--- src/rtl/mod_inverse.sv ---
// Modular inverse for RSA key setup: d = e^-1 mod phi, found with the
// extended Euclidean algorithm, one quotient step per clock. Only the
// Bezout coefficient of e (the "t" sequence) is tracked. err flags
// operands with no inverse: gcd(e, phi) != 1, phi < 2 or e == 0.
module mod_inverse #(
    parameter int WIDTH = 8
) (
    input  logic             clk,
    input  logic             rst,
    input  logic             start,
    input  logic [WIDTH-1:0] e,
    input  logic [WIDTH-1:0] phi,
    output logic             busy,
    output logic             done,
    output logic [WIDTH-1:0] d,
    output logic [WIDTH-1:0] gcd,
    output logic             err
);

    // Two guard bits keep the signed coefficient exact: |t| never exceeds phi.
    localparam int TW = WIDTH + 2;

    typedef enum logic [1:0] {
        IDLE,
        ITER,
        FINAL
    } state_t;

    state_t                 state;
    logic [WIDTH-1:0]       old_r;
    logic [WIDTH-1:0]       r;
    logic [WIDTH-1:0]       phi_q;
    logic signed [TW-1:0]   old_t;
    logic signed [TW-1:0]   t;
    logic                   reject;

    logic [WIDTH-1:0]       q;
    logic [WIDTH-1:0]       q_r;
    logic signed [TW-1:0]   q_t;
    logic signed [TW-1:0]   d_fix;

    // Euclid step arithmetic and the final fold of a negative coefficient into [0, phi-1].
    always_comb begin
        // NOTE: every combinational output gets a default first so no path leaves it unassigned and no latch is inferred.
        q     = '0;
        q_r   = '0;
        q_t   = '0;
        d_fix = old_t;
        if (r != '0) begin
            q = old_r / r;
        end
        q_r = q * r;
        q_t = signed'({2'b00, q}) * t;
        if (old_t[TW-1]) begin
            d_fix = old_t + signed'({2'b00, phi_q});
        end
    end

    // Control FSM plus datapath registers; all outputs are registered.
    // NOTE: reset is asynchronous so an abandoned run is cleared at once, without waiting for a clock edge.
    always_ff @(posedge clk or posedge rst) begin
        if (rst) begin
            state  <= IDLE;
            old_r  <= '0;
            r      <= '0;
            phi_q  <= '0;
            old_t  <= '0;
            t      <= '0;
            reject <= 1'b0;
            busy   <= 1'b0;
            done   <= 1'b0;
            d      <= '0;
            gcd    <= '0;
            err    <= 1'b0;
        end else begin
            // NOTE: non-blocking assignments so every register updates from the pre-edge values, which the swap-style Euclid step depends on.
            done <= 1'b0;
            unique case (state)
                IDLE: begin
                    busy <= 1'b0;
                    if (start) begin
                        busy <= 1'b1;
                        if (phi < WIDTH'(2) || e == '0) begin
                            reject <= 1'b1;
                            state  <= FINAL;
                        end else begin
                            reject <= 1'b0;
                            old_r  <= phi;
                            r      <= e;
                            old_t  <= '0;
                            t      <= TW'(1);
                            phi_q  <= phi;
                            state  <= ITER;
                        end
                    end
                end
                ITER: begin
                    if (r == '0) begin
                        state <= FINAL;
                    end else begin
                        old_r <= r;
                        r     <= old_r - q_r;
                        old_t <= t;
                        t     <= old_t - q_t;
                    end
                end
                FINAL: begin
                    done  <= 1'b1;
                    state <= IDLE;
                    if (reject) begin
                        gcd <= '0;
                        err <= 1'b1;
                        d   <= '0;
                    end else begin
                        gcd <= old_r;
                        if (old_r != WIDTH'(1)) begin
                            err <= 1'b1;
                            d   <= '0;
                        end else begin
                            err <= 1'b0;
                            d   <= d_fix[WIDTH-1:0];
                        end
                    end
                end
                default: state <= IDLE;
            endcase
        end
    end

endmodule
--- config.mk ---
export PLATFORM = sky130hd
export DESIGN_NAME = mod_inverse
export DESIGN_NICKNAME = d
export VERILOG_FILES = /design/src/rtl/mod_inverse.sv
export SDC_FILE = /design/constraint.sdc
export NUM_CORES = 1
export LEC_CHECK = 0
export CORE_UTILIZATION = 50
export CTS_CLUSTER_SIZE = 12
export DETAILED_ROUTE_END_ITERATION = 10
export PLACE_DENSITY = 0.71
export REMOVE_ABC_BUFFERS = 1
export SLEW_MARGIN = 10
export SYNTH_ARGS = -nofsm -noshare
export SYNTH_HDL_FRONTEND = slang
export SYNTH_SLANG_ARGS = --single-unit
--- constraint.sdc ---
create_clock -name clk -period 13.4 [get_ports clk]
set_clock_uncertainty 0.1 [all_clocks]
set_input_delay 2.01 -clock clk [delete_from_list [all_inputs] [get_ports clk]]
set_output_delay 2.01 -clock clk [all_outputs]
set_load 0.01 [all_outputs]
==> impl_metrics.ini <==
[worst_setup_path]
cp.required_ps = 13550
endpoint_kind = flop
cp_max_fo = 8
worstSetupStartpointType = flop
critPathMaxStageDelay_ps = 530
worst-r2r-setup-slack_ps = 470
slowest_stage = fa_1
rr_startpoint = r[6]$_DFFE_PP0P_
regToRegEndpoint = t[9]$_DFFE_PP0P_
reg2regPathDepth = 62
crit_top_cell = ha_1
worst-path-buf-inv = 7
worstSetupPathType = reg -> reg
crit_family = compound AO/OA/AOI/OAI gates
cp.arrival_ps = 13080

[synth]
synth_cells = 842
synth_ff_type = dfrtp_1
ys_types = 51
synthArstFlopShare = 1.00
synth-edff-count = 0
syn_area_per_cell_um2 = 8.88
synth-warning-count = 0
synth-seq-area-share = 0.221
syn-cell-area_um2 = 7480
ys_ff_latch = 66

[sta]
period_share = 0.965
hold-worst-slack_ps = 374
slew_violations = 0
finalHoldViolations = 0
setup_tns_ps = 0
tightest_slew_ps = 931
min_period_ps = 12930
fmax_ghz = 0.0773
maxSlewHeadroom = 0.378
setup_viol = 0

[floorplan]
die-area_um2 = 15500
ioPinCount = 38
num_rows = 44
chipWidth_um = 124
core_um2 = 14600
die_h_um = 124
initial_core_util = 0.513

[run]
cap_violations = 0

[detailed_routing]
vias_per_cell = 5.73
drcViolationCount = 0
wl_per_cell_um = 17.6
dr_total_vias = 6248
wl_mm = 19.2
drtIter0Drc = 390
dr.pass1.iters = 5
ant_nets = 0

[placement]
post-dp-hpwl_mm = 14.5
placed_cell_area_um2 = 8210
dp_cells = 1063
gp_congestion = 0.912
io_buffers = 37

[cts]
numCtsBuffers = 9
htree_num_levels = 3
cts_hold_buffers = 0
cts.sinks = 66
cts_tree = done
clk_pin_slew_ps = 70
clockBufferDepth = 2
root_buffer = clkbuf_16
clk-insertion-delay-late_ps = 340

[final_layout]
num_antenna_cells = 0
final_cells = 1090
final_area_um2 = 8840
final_common_cell = nand2_1
drive_gt1_frac = 0.138
final_cell_mix = nand2_1 (100), ha_1 (88), inv_1 (79)
nets = 1065
areaGrowthSynthToFinish_pct = 18.2
num-fill-cells = 1219

[global_routing]
grt_overflow_total = 0
grt_pass1_vias = 6324
gr-usage-all-layers = 0.254
grt_first_pass_wirelength_mm = 31.4
grt_max_degree = 67
antenna_found_initial = 0

[worst_hold_path]
hold_start = gcd[0]$_DFFE_PP0P_
min_path_cells = 1
holdPathEnd = gcd[0]$_DFFE_PP0P_
min_path_type = reg -> reg

[run_status]
status = completed
metal layers:
layer	track usage	wire [µm]	up-vias
met5	0	0	-
met4	0.0879	498	0
met3	0.0314	890	41
met2	0.418	9110	183
met1	0.345	8720	3036
li1	-	-	2988
logic make-up after synthesis:
logic type | Yosys count | share of synthesized area
and+or+nand+nor | 261 | 0.166
DFF | 66 | 0.221
buffers and inverters | 120 | 0.0629
adders and majority gates | 145 | 0.292
xor gates and xnor gates | 59 | 0.0728
AOI/OAI and AO/OA | 160 | 0.139
muxes | 31 | 0.0472
cell usage after synthesis (2+ instances only):
| library cell | count | share of area |
|---|---|---|
| a211oi_1 | 6 | 0.0060 |
| nand2_1 | 100 | 0.050 |
| a41oi_1 | 3 | 0.0035 |
| o22ai_1 | 7 | 0.0059 |
| dfrtp_1 | 66 | 0.22 |
| and2_1 | 23 | 0.019 |
| fa_1 | 49 | 0.13 |
| nor3b_1 | 2 | 0.0020 |
| o21ai_1 | 2 | 0.0013 |
| nor4_1 | 4 | 0.0033 |
| buf_6 | 2 | 0.0030 |
| a21o_1 | 10 | 0.010 |
| mux2i_1 | 9 | 0.012 |
| nand3_1 | 14 | 0.0094 |
| clkbuf_1 | 36 | 0.018 |
| a31oi_1 | 8 | 0.0067 |
| nor3_1 | 18 | 0.012 |
| nand2b_1 | 6 | 0.0050 |
| inv_1 | 80 | 0.040 |
| xnor2_1 | 46 | 0.054 |
| ha_1 | 96 | 0.16 |
| xor2_1 | 11 | 0.013 |
| o41ai_1 | 2 | 0.0023 |
| nand4_1 | 3 | 0.0025 |
| o31ai_1 | 11 | 0.011 |
| o21ai_0 | 37 | 0.025 |
| a21oi_1 | 39 | 0.026 |
| o21bai_1 | 6 | 0.0060 |
| xnor3_1 | 2 | 0.0060 |
| nor2_1 | 48 | 0.024 |
| o211ai_1 | 4 | 0.0040 |
| or2_2 | 2 | 0.0017 |
| nor2b_1 | 3 | 0.0025 |
| mux2_2 | 20 | 0.030 |
| and3_1 | 35 | 0.029 |
| o21a_1 | 17 | 0.017 |
how the worst max path moves through the flow:
stage / start / slack, ps / cells after the start / endpoint
after CTS: r[7]$_DFFE_PP0P_ / 130 / 64 / t[9]$_DFFE_PP0P_
after floorplan: r[7]$_DFFE_PP0P_ / -1380 / 55 / t[9]$_DFFE_PP0P_
final: r[6]$_DFFE_PP0P_ / 470 / 62 / t[9]$_DFFE_PP0P_
after global placement: r[7]$_DFFE_PP0P_ / 300 / 63 / t[9]$_DFFE_PP0P_
after detailed placement: r[7]$_DFFE_PP0P_ / -80 / 60 / t[9]$_DFFE_PP0P_
after global routing: r[6]$_DFFE_PP0P_ / -250 / 65 / t[9]$_DFFE_PP0P_
sequential cells by signal, indices dropped and copies added (netlist names), 2 cells and up:
name,count
d,8
old_r,8
gcd,8
r,8
old_t,10
t,10
phi_q,8
state,2
through the flow:
stage                     setup WS, ps  utilization
after floorplan                  -1380            -
after global placement             304        0.563
after detailed placement         -82.4        0.563
after global routing              -254        0.606
final                              465        0.606
after CTS                          133        0.585
worst reg2reg max path: cells and delay by family, from the launching register on:
kind	cells	cell delay, ps
and+or+nand+nor	13	1820
AOI/OAI and AO/OA	26	4660
adders and majority gates	11	3490
xor gates and xnor gates	1	270
DFF	1	410
buffers and inverters	7	960
muxes	4	1170
final cells by class:
type,count,area [µm²],share of cell area
tap,184,230,0.0260
multi-input combinational,656,5570,0.630
clock buffer,10,229,0.0259
inverter,80,300,0.0340
clock inverter,6,91.3,0.0103
sequential,66,1650,0.187
timing repair buffer,88,764,0.0865
timing repair:
item / 4_1_cts / 5_1_grt
buffers inserted: 0 / 11
endpoints found under the setup margin: 2 / 13
resized for setup: 2 / 44
hold endpoints to repair: 0 / 0
cloned: 0 / 0
pin swaps: 0 / 18
Power is left out: the tool's default activity adds up to more than one toggle a clock period on the data nets, which glitch-free logic cannot reach.
